$ cat config.mk
export PLATFORM = sky130hd
export DESIGN_NAME = csr_access_controller
export DESIGN_NICKNAME = d
export VERILOG_FILES = /design/src/rtl/csr_access_pkg.sv /design/src/rtl/csr_request_arbiter.sv /design/src/rtl/csr_access_controller.sv
export SDC_FILE = /design/constraint.sdc
export NUM_CORES = 1
export LEC_CHECK = 0
export ABC_AREA = 1
export CAP_MARGIN = 20
export CORE_MARGIN = 1.5
export CORE_UTILIZATION = 44
export CTS_CLUSTER_DIAMETER = 50
export DETAILED_ROUTE_END_ITERATION = 8
export PLACE_DENSITY = 0.95
export SETUP_SLACK_MARGIN = 0.1
export SYNTH_ARGS = -nofsm -noshare
export SYNTH_HDL_FRONTEND = slang
export SYNTH_SLANG_ARGS = --single-unit
$ cat constraint.sdc
create_clock -name clk -period 4.5 [get_ports clk]
set_input_delay 0.675 -clock clk [delete_from_list [all_inputs] [get_ports clk]]
set_output_delay 0.675 -clock clk [all_outputs]
set_load 0.01 [all_outputs]
$ cat src/rtl/csr_access_pkg.sv
// Purpose : shared types and helpers for the CSR access controller and its arbiter.
// Latency : n/a (types and pure functions only).
// Backpressure: n/a.
//
// Contents: CSR op encodings, FSM state enum, requester ids, the read-only
// address pattern, and helpers for write-need, read-only test and modify data.
package csr_access_pkg;

  // Core op field encoding. 2'b00 is reserved and is rejected at accept.
  typedef enum logic [1:0] {
    CSR_OP_RSVD = 2'b00,
    CSR_OP_RW   = 2'b01,
    CSR_OP_RS   = 2'b10,
    CSR_OP_RC   = 2'b11
  } csr_op_e;

  typedef enum logic [1:0] {
    ST_IDLE    = 2'b00,
    ST_READ    = 2'b01,
    ST_WRITE   = 2'b10,
    ST_RESPOND = 2'b11
  } csr_state_e;

  typedef enum logic {
    REQ_CORE = 1'b0,
    REQ_DBG  = 1'b1
  } req_id_e;

  // CSR address space convention: address[11:10] == 2'b11 marks read-only CSRs.
  localparam logic [1:0] CSR_RO_PATTERN = 2'b11;

  function automatic logic csr_is_read_only(input logic [11:0] addr);
    return (addr[11:10] == CSR_RO_PATTERN);
  endfunction

  // RW always writes; RS/RC write unless rs1 was x0 (no_write).
  function automatic logic csr_needs_write(input csr_op_e op, input logic no_write);
    logic w_need;
    case (op)
      CSR_OP_RW: w_need = 1'b1;
      CSR_OP_RS,
      CSR_OP_RC: w_need = ~no_write;
      default:   w_need = 1'b0;
    endcase
    return w_need;
  endfunction

  // Value written back during the write phase of the read-modify-write.
  function automatic logic [31:0] csr_modify(input csr_op_e op,
                                             input logic [31:0] old_val,
                                             input logic [31:0] operand);
    logic [31:0] w_val;
    case (op)
      CSR_OP_RW: w_val = operand;
      CSR_OP_RS: w_val = old_val | operand;
      CSR_OP_RC: w_val = old_val & ~operand;
      default:   w_val = old_val;
    endcase
    return w_val;
  endfunction

endpackage

$ cat src/rtl/csr_request_arbiter.sv
// Purpose : two-requester (core/debug) grant for the CSR access controller.
// Latency : combinational grant; round-robin pointer updates on the grant edge.
// Backpressure: grants only while i_en is high; a grant equals the handshake.
//
// Ports: clk/rst (sync, active-high); i_en = controller can accept;
//        i_core_vld/i_dbg_vld = request valids; o_core_gnt/o_dbg_gnt = one-hot grant.
module csr_request_arbiter
  import csr_access_pkg::*;
#(
  parameter bit DEBUG_PRIORITY = 1'b0
) (
  input  logic clk,
  input  logic rst,
  input  logic i_en,
  input  logic i_core_vld,
  input  logic i_dbg_vld,
  output logic o_core_gnt,
  output logic o_dbg_gnt
);

  // Requester favoured on the next contested grant.
  req_id_e r_rr_ptr;

  always_comb begin
    o_core_gnt = 1'b0;
    o_dbg_gnt  = 1'b0;
    if (i_en) begin
      if (i_core_vld && i_dbg_vld) begin
        if (DEBUG_PRIORITY || (r_rr_ptr == REQ_DBG)) begin
          o_dbg_gnt = 1'b1;
        end else begin
          o_core_gnt = 1'b1;
        end
      end else begin
        o_core_gnt = i_core_vld;
        o_dbg_gnt  = i_dbg_vld;
      end
    end
  end

  // After any grant, the other requester is favoured next time.
  always_ff @(posedge clk) begin
    if (rst) begin
      r_rr_ptr <= REQ_CORE;
    end else if (o_core_gnt) begin
      r_rr_ptr <= REQ_DBG;
    end else if (o_dbg_gnt) begin
      r_rr_ptr <= REQ_CORE;
    end
  end

endmodule

$ cat src/rtl/csr_access_controller.sv
// Purpose : sequences core/debug CSR accesses onto the shared CSR bus as read then write.
// Latency : accept->rsp_valid 3 cycles with write, 2 read-only, 1 on a pre-check error.
// Backpressure: ready only in IDLE for the granted requester; responses cannot be stalled.
//
// Ports: core_req_* / core_rsp_* = pipeline CSRRW/CSRRS/CSRRC channel;
//        dbg_req_* / dbg_rsp_*   = debug/management channel (RW write or plain read);
//        csr_* outputs = bus strobes/address/write data from latched request state;
//        csr_read_data/csr_request_output = combinational OR of all registers.
module csr_access_controller
  import csr_access_pkg::*;
#(
  parameter bit READ_ONLY_CHECK = 1'b1,
  parameter bit DEBUG_PRIORITY  = 1'b0
) (
  input  logic        clk,
  input  logic        rst,
  input  logic        core_req_valid,
  output logic        core_req_ready,
  input  logic [1:0]  core_req_op,
  input  logic        core_req_no_write,
  input  logic [11:0] core_req_address,
  input  logic [31:0] core_req_data,
  output logic        core_rsp_valid,
  output logic [31:0] core_rsp_data,
  output logic        core_rsp_error,
  input  logic        dbg_req_valid,
  output logic        dbg_req_ready,
  input  logic        dbg_req_write,
  input  logic [11:0] dbg_req_address,
  input  logic [31:0] dbg_req_data,
  output logic        dbg_rsp_valid,
  output logic [31:0] dbg_rsp_data,
  output logic        dbg_rsp_error,
  output logic        csr_write_enable,
  output logic        csr_read_enable,
  output logic [11:0] csr_address,
  output logic [31:0] csr_write_data,
  input  logic [31:0] csr_read_data,
  input  logic        csr_request_output
);

  csr_state_e  r_state;
  csr_state_e  w_next_state;

  // Latched request; the bus is driven only from these.
  req_id_e     r_req_id;
  csr_op_e     r_op;
  logic        r_no_write;
  logic [11:0] r_addr;
  logic [31:0] r_operand;
  logic [31:0] r_old;
  logic        r_err;

  logic        w_arb_en;
  logic        w_core_gnt;
  logic        w_dbg_gnt;
  logic        w_accept;
  csr_op_e     w_in_op;
  logic        w_in_no_write;
  logic [11:0] w_in_addr;
  logic [31:0] w_in_data;
  logic        w_in_needs_write;
  logic        w_precheck_err;

  // No accepts while reset is asserted, so nothing is handshaken and then dropped.
  assign w_arb_en = (r_state == ST_IDLE) && !rst;

  csr_request_arbiter #(
    .DEBUG_PRIORITY(DEBUG_PRIORITY)
  ) u_arb (
    .clk        (clk),
    .rst        (rst),
    .i_en       (w_arb_en),
    .i_core_vld (core_req_valid),
    .i_dbg_vld  (dbg_req_valid),
    .o_core_gnt (w_core_gnt),
    .o_dbg_gnt  (w_dbg_gnt)
  );

  assign core_req_ready = w_core_gnt;
  assign dbg_req_ready  = w_dbg_gnt;
  assign w_accept       = w_core_gnt | w_dbg_gnt;

  // Debug accesses map onto core ops: a write is RW, a read is RS with no write.
  always_comb begin
    if (w_dbg_gnt) begin
      w_in_op       = dbg_req_write ? CSR_OP_RW : CSR_OP_RS;
      w_in_no_write = ~dbg_req_write;
      w_in_addr     = dbg_req_address;
      w_in_data     = dbg_req_data;
    end else begin
      w_in_op       = csr_op_e'(core_req_op);
      w_in_no_write = core_req_no_write;
      w_in_addr     = core_req_address;
      w_in_data     = core_req_data;
    end
  end

  assign w_in_needs_write = csr_needs_write(w_in_op, w_in_no_write);

  // Rejected before touching the bus: reserved op, or a write to read-only space.
  assign w_precheck_err = (w_in_op == CSR_OP_RSVD) ||
                          (READ_ONLY_CHECK && csr_is_read_only(w_in_addr) && w_in_needs_write);

  assign csr_address = r_addr;

  always_ff @(posedge clk) begin
    if (rst) begin
      r_state <= ST_IDLE;
    end else begin
      r_state <= w_next_state;
    end
  end

  always_comb begin
    w_next_state     = r_state;
    csr_read_enable  = 1'b0;
    csr_write_enable = 1'b0;
    csr_write_data   = 32'h0;
    core_rsp_valid   = 1'b0;
    core_rsp_data    = 32'h0;
    core_rsp_error   = 1'b0;
    dbg_rsp_valid    = 1'b0;
    dbg_rsp_data     = 32'h0;
    dbg_rsp_error    = 1'b0;
    case (r_state)
      ST_IDLE: begin
        if (w_accept) begin
          w_next_state = w_precheck_err ? ST_RESPOND : ST_READ;
        end
      end
      ST_READ: begin
        csr_read_enable = 1'b1;
        // Nobody claimed the address: report an error and skip the write.
        if (!csr_request_output) begin
          w_next_state = ST_RESPOND;
        end else if (csr_needs_write(r_op, r_no_write)) begin
          w_next_state = ST_WRITE;
        end else begin
          w_next_state = ST_RESPOND;
        end
      end
      ST_WRITE: begin
        csr_write_enable = 1'b1;
        csr_write_data   = csr_modify(r_op, r_old, r_operand);
        w_next_state     = ST_RESPOND;
      end
      ST_RESPOND: begin
        if (r_req_id == REQ_CORE) begin
          core_rsp_valid = 1'b1;
          core_rsp_data  = r_err ? 32'h0 : r_old;
          core_rsp_error = r_err;
        end else begin
          dbg_rsp_valid  = 1'b1;
          dbg_rsp_data   = r_err ? 32'h0 : r_old;
          dbg_rsp_error  = r_err;
        end
        w_next_state = ST_IDLE;
      end
      default: w_next_state = ST_IDLE;
    endcase
  end

  always_ff @(posedge clk) begin
    if (rst) begin
      r_req_id   <= REQ_CORE;
      r_op       <= CSR_OP_RSVD;
      r_no_write <= 1'b0;
      r_addr     <= 12'h0;
      r_operand  <= 32'h0;
      r_old      <= 32'h0;
      r_err      <= 1'b0;
    end else begin
      case (r_state)
        ST_IDLE: begin
          if (w_accept) begin
            r_req_id   <= w_dbg_gnt ? REQ_DBG : REQ_CORE;
            r_op       <= w_in_op;
            r_no_write <= w_in_no_write;
            r_addr     <= w_in_addr;
            r_operand  <= w_in_data;
            r_old      <= 32'h0;
            r_err      <= w_precheck_err;
          end
        end
        ST_READ: begin
          if (csr_request_output) begin
            r_old <= csr_read_data;
          end else begin
            r_err <= 1'b1;
          end
        end
        default: begin
        end
      endcase
    end
  end

endmodule

* Word-level counts from Yosys, hierarchy flattened *
Cells that the tools add are included.
W data, S select, Z words.

operators by class
  muxes and demuxes = 46
  equal/unequal tests = 13
  bitwise gates (word level) = 7
  reduce and logical (&&, ||, !) cells = 14

operator list
  cell                  count
  $mux W32              9
  $pmux W32 S3          1
  $pmux W32 S2          1
  $and A32 B32 Y32      1
  $not A32 Y32          1
  $or A32 B32 Y32       1
  $mux W1               26
  $eq A2 B2 Y1 const B  7
  $mux W12              1
  $mux W2               4
  $pmux W2 S4           1
  $eq A2 B1 Y1 const B  3
  $ne A2 B2 Y1 const B  3
  $pmux W1 S2           3
  $reduce_and A3 Y1     2
  $logic_not A2 Y1      2
  $reduce_bool A2 Y1    2
  $reduce_or A2 Y1      2
  $logic_and A1 B1 Y1   3
  $not A1 Y1            3
  $reduce_and A2 Y1     1
  $logic_not A1 Y1      1
  $logic_or A1 B1 Y1    1
  $or A1 B1 Y1          1

storage, ports and cells
  output and inout bits = 116
  bits in registers = 84

* Logic depth before layout (Yosys ltp) *
  word-level depth = 12
  mapped depth = 13

* Modules after synthesis *
Synthesis repeated with hierarchy kept, for this count alone.

second synthesis, totals
  cell total of the unflattened synthesis = 726
  area total of the unflattened synthesis = 4870.9 um2

by module, submodules not included
  module                 sequential area each (um2)  area each (um2)  cells each  instances
  csr_access_controller  1661.6                      4804.6           715         1
  csr_request_arbiter    20.0                        66.3             11          1

* Worst setup path after synthesis *
OpenSTA, ideal clock, no wires.

  path kind = input to output
  from = input port rst
  to = output port dbg_req_ready
  path buffers = 2
  required time = 3.825 ns
  path slack = 2.487 ns
  arrival = 1.338 ns
  stages on the path = 5
  cells stage by stage = buf_6 nor2_8 nand3_2 inv_2 buf_2

between the ends
  cells in the longest elaborated chain, start to end = 3

ends and longest elaborated chain
  item                 line                         RTL
  start, declared      csr_access_controller.sv:16  input logic rst,
  $logic_not A1 Y1     csr_access_controller.sv:66  assign w_arb_en = (r_state == ST_IDLE) && !rst;
  $logic_and A1 B1 Y1  csr_access_controller.sv:66
  $mux W1              csr_request_arbiter.sv:27    if (i_en) begin
  end, declared        csr_access_controller.sv:27  output logic dbg_req_ready,

No other way between the ends.

* Worst setup path after layout *
  from = register r_state[0]
  to = output port core_rsp_data[22]

between the ends
  cells in the longest elaborated chain, start to end = 2

ends and longest elaborated chain
  item                    line                          RTL
  start, declared         csr_access_controller.sv:42   csr_state_e r_state;
  start signal, assigned  csr_access_controller.sv:111  r_state <= w_next_state;
  $eq A2 B2 Y1            csr_access_controller.sv:126  case (r_state)
  $mux W32                csr_access_controller.sv:126
  end, declared           csr_access_controller.sv:24   output logic [31:0] core_rsp_data,

No other way between the ends.

==> summary.md <==
| Metric | Value |
|---|---|
| Outcome | `finished, final reports clean` |
| Remaining DRCs | `0` |
| Number of buffers added by the clock tree synthesis step | `9` |
| Largest net degree at the start of global routing | `51` |
| Complex-gate fraction of the synthesized area | `19.0%` |
| Largest family of logic cells by synthesized area | `simple AND/OR/NAND/NOR gates` |
| Total routing usage reported by global routing | `27.9%` |
| Total overflow reported by the global router | `0` |
| Final slew viol count | `0` |
| IO Count | `about 250` |
| Overall die height | `108 um` |
| Count of placed standard cells including taps | `1101` |
| Inserted Diodes | `0` |
| Worst hold stages | `2` |
| Number of placement rows | `38` |
| Count of non-filler cells in the finished layout | `1119` |
| Relative slew slack | `28.5%` |
| Post-route antenna net violation count | `0` |
| Switching power of the nets | `0.00126 W` |
| Number of buffers inserted for hold repair after clock tree synthesis | `0` |
| Area overhead of the layout relative to synthesis | `54.0%` |
| Fraction of synthesized cell area in xor and xnor cells | `less than 1%` |
| Area of the die | `11700 um^2` |
| Warnings, synthesis | `0` |
| Final critical-path share of the clock period | `71.3%` |
| Slew at the pin with the worst max-slew slack | `1070 ps` |
| Initial antenna violation count | `0` |
| Initial Util | `45.0%` |
| Largest area contributor in the netlist | `sky130_fd_sc_hd__dfxtp_1` |
| Number of global-route vias before repair | `around 5300` |
| Leakage power total | `about 2.9 nW` |
| Total setup violations reported at the end of the flow | `0` |
| Highest net fanout along the worst path | `33` |
| CTS tree | `yes` |
| Portion of synthesized cell area occupied by the leading cell type | `34.6%` |
| Count of buffers inserted at the top-level ports | `between 200 and 250` |
| Final net count | `1110` |
| Clock network latency to the later pin of the worst-skew pair | `350 ps` |
| Placer congestion estimate | `0.858` |
| Number of instances in the synthesized netlist | `771` |
| Final-layout setup total negative slack | `0 ps` |
| RSZ-0062 raised after global routing | `no` |
| Critical path class | `flop to output pin` |
| Clock sink total | `84` |
| Hold WC Path Type | `flop to flop` |
| Total via count in the routed design | `5934` |
| DR vias/cell | `5.30` |
| Nets in the synthesized netlist | `905` |
| First-pass GRT wire length | `25700 um` |
| Average cell area after synthesis | `roughly 6.3 um^2` |
| Seq/Total Area, Yosys | `between 30% and 40%` |
| Max Root-Sink Buffers | `2` |
| Minimum period implied by the final worst setup slack | `3210 ps` |
| Cell area after synthesis | `4850 um^2` |
| Root buffer cell | `sky130_fd_sc_hd__clkbuf_8` |
| Routed WL | `16500 um` |
| Power Internal | `approximately 0.0016 W` |
| DR WL/cell | `about 15 um` |
| Adder and majority cell fraction of the synthesized area | `1.29%` |
| Switching fraction of total power | `44.3%` |
| Biggest area contributors in the synthesized netlist | `sky130_fd_sc_hd__dfxtp_1 (35%), sky130_fd_sc_hd__nand2_1 (16%), sky130_fd_sc_hd__nor2_1 (8.1%), sky130_fd_sc_hd__nand3_1 (7.8%), sky130_fd_sc_hd__o211ai_1 (7.3%)` |
| Portion of total power attributed to sequential cells | `35.3%` |
| Number of DRC violations after detailed-routing iteration 0 | `around 350` |
| CTS HTree Levels | `3` |
| Clock network fraction of total power | `16.7%` |
| Final Hold Fails | `0` |
| CTS resizes | `0` |
| Hold Slack | `482 ps` |
| Yosys reg bits | `84` |
| Fillers | `just over 900` |
| Max-cap viol count | `0` |
| Multi-input gate area in the final layout | `2620 um^2` |
| Highest clock rate | `312 MHz` |
| Crit path DAT | `2530 ps` |
| CP Capture Type | `output pin` |
| Cell count of the worst reg-to-reg path | `7` |
| Share of final-layout standard cells stronger than drive strength 1 | `under 10%` |
| Die width | `~110 um` |
| Floorplan Core Area | `10800 um^2` |
| Combined flip-flop and latch cell area | `~1700 um^2` |
| Type of origin of the critical path | `flop` |
| Areal power density over the cells | `roughly 380 nW/um^2` |
| Synthesized-area fraction occupied by and/or/nand/nor cells | `33.1%` |
| Yosys cell types | `26` |
| Peak ir drop on the vdd network | `0.000294 V` |
| Worst clock skew | `4.96 ps` |
| First-pass iteration count of the detailed router | `5` |
| Multiplexer fraction of the synthesized cell area | `0%` |
| Number of buffers inserted to repair setup after CTS | `0` |
| Crit path required time | `around 3800 ps` |
| Clk pin slew, worst setup/hold paths | `80 ps` |
| Gate power share | `48.0%` |
| HPWL after detailed placement | `11400 um` |
==> flip-flops by register name, summed over array words and instances, names as in the netlist <==
register        count
csr_address        12
r_err               1
r_no_write          1
r_old              32
r_op                2
r_operand          32
r_req_id            1
r_state             2
u_arb.r_rr_ptr      1
==> cell families after synthesis <==
| kind of cell | count (synthesis) |
|---|---|
| flip-flops | 84 |
| XOR/XNOR | 1 |
| AO/OA/AOI/OAI | 159 |
| buffers and inverters | 129 |
| adder cells (fa/ha/maj) | 5 |
| AND/OR/NAND/NOR | 393 |
==> layout make-up <==
cell class	count	share of cell area (%)
inverters	70	3.53
clock inverters	3	0.201
clock buffers	11	1.89
repair buffers	253	34.4
well taps	140	2.34
flip-flops and latches	84	22.5
multi-input cells	558	35.1
==> cells in the mapped netlist <==
cell type / number
sky130_fd_sc_hd__a21oi_1: 70
sky130_fd_sc_hd__a21oi_2: 1
sky130_fd_sc_hd__buf_1: 6
sky130_fd_sc_hd__buf_2: 25
sky130_fd_sc_hd__buf_4: 4
sky130_fd_sc_hd__buf_6: 5
sky130_fd_sc_hd__clkbuf_1: 19
sky130_fd_sc_hd__clkinv_1: 1
sky130_fd_sc_hd__clkinv_2: 1
sky130_fd_sc_hd__dfxtp_1: 84
sky130_fd_sc_hd__ha_1: 5
sky130_fd_sc_hd__inv_1: 65
sky130_fd_sc_hd__inv_2: 3
sky130_fd_sc_hd__nand2_1: 204
sky130_fd_sc_hd__nand2_2: 2
sky130_fd_sc_hd__nand3_1: 76
sky130_fd_sc_hd__nand3_2: 1
sky130_fd_sc_hd__nand4_1: 3
sky130_fd_sc_hd__nor2_1: 105
sky130_fd_sc_hd__nor2_8: 1
sky130_fd_sc_hd__o211ai_1: 47
sky130_fd_sc_hd__o21a_1: 1
sky130_fd_sc_hd__o21ai_0: 39
sky130_fd_sc_hd__o21ai_2: 1
sky130_fd_sc_hd__or2_0: 1
sky130_fd_sc_hd__xor2_1: 1
==> cell usage in the layout, fill, tap and decap left out, drive strengths merged, types with 3 or more instances in the layout <==
cell type,synthesis,final
nand4,3,3
nand3,77,77
nor2,106,106
buf,40,10
o211ai,47,47
o21ai,40,40
a21oi,71,71
nand2,206,206
clkdlybuf4s50,0,243
inv,68,68
clkbuf,19,11
ha,5,5
dfxtp,84,84
clkinv,2,5
==> metrics by stage <==
stage / power, W / worst slack (ps) / cell area (um^2) / util (%)
after floorplan: 0.00192 / 2490 / 4850 / -
after global placement: 0.00228 / 1390 / 7230 / 67.0
after detailed placement: 0.00233 / 1230 / 7230 / 67.0
after CTS: 0.00280 / 1060 / 7390 / 68.5
after global routing: 0.00304 / 1120 / 7470 / 69.2
final: 0.00283 / 1290 / 7470 / 69.2
==> critical path, cell delays in order, from the launching register on <==
cell                              delay [ps]
sky130_fd_sc_hd__dfxtp_1                 410
sky130_fd_sc_hd__ha_1                    190
sky130_fd_sc_hd__inv_1                    40
sky130_fd_sc_hd__nor2_1                  130
sky130_fd_sc_hd__inv_1                   460
sky130_fd_sc_hd__nor2_1                  330
sky130_fd_sc_hd__clkdlybuf4s50_1         600
==> power by group through the flow <==
| stage | logic (W) | registers, W | clock network, W |
|---|---|---|---|
| after CTS | 0.00132 | 0.000997 | 0.000480 |
| after global routing | 0.00150 | 0.00102 | 0.000515 |
| after global placement | 0.00127 | 0.00101 | 0 |
| after floorplan | 0.000927 | 0.000991 | 0 |
| final | 0.00136 | 0.00100 | 0.000473 |
| after detailed placement | 0.00132 | 0.00101 | 0 |
==> routing by layer <==
metal	vias up	track usage [%]	share of wire (%)
met5	-	0	0
met1	2713	31.8	39
met3	28	6.81	9.5
li1	2904	-	-
met2	289	50.1	49
met4	0	10.2	1.8
==> worst paths after layout <==
check / start / to / slack (ps)
hold reg to reg: r_old[16] / r_old[16] / 480
hold / removal: r_old[16] / r_old[16] / 480
setup / recovery: r_state[0] / core_rsp_data[22] / 1290
setup reg to reg: r_state[1] / r_old[9] / 1510
Power figures use the tool's default switching activity.
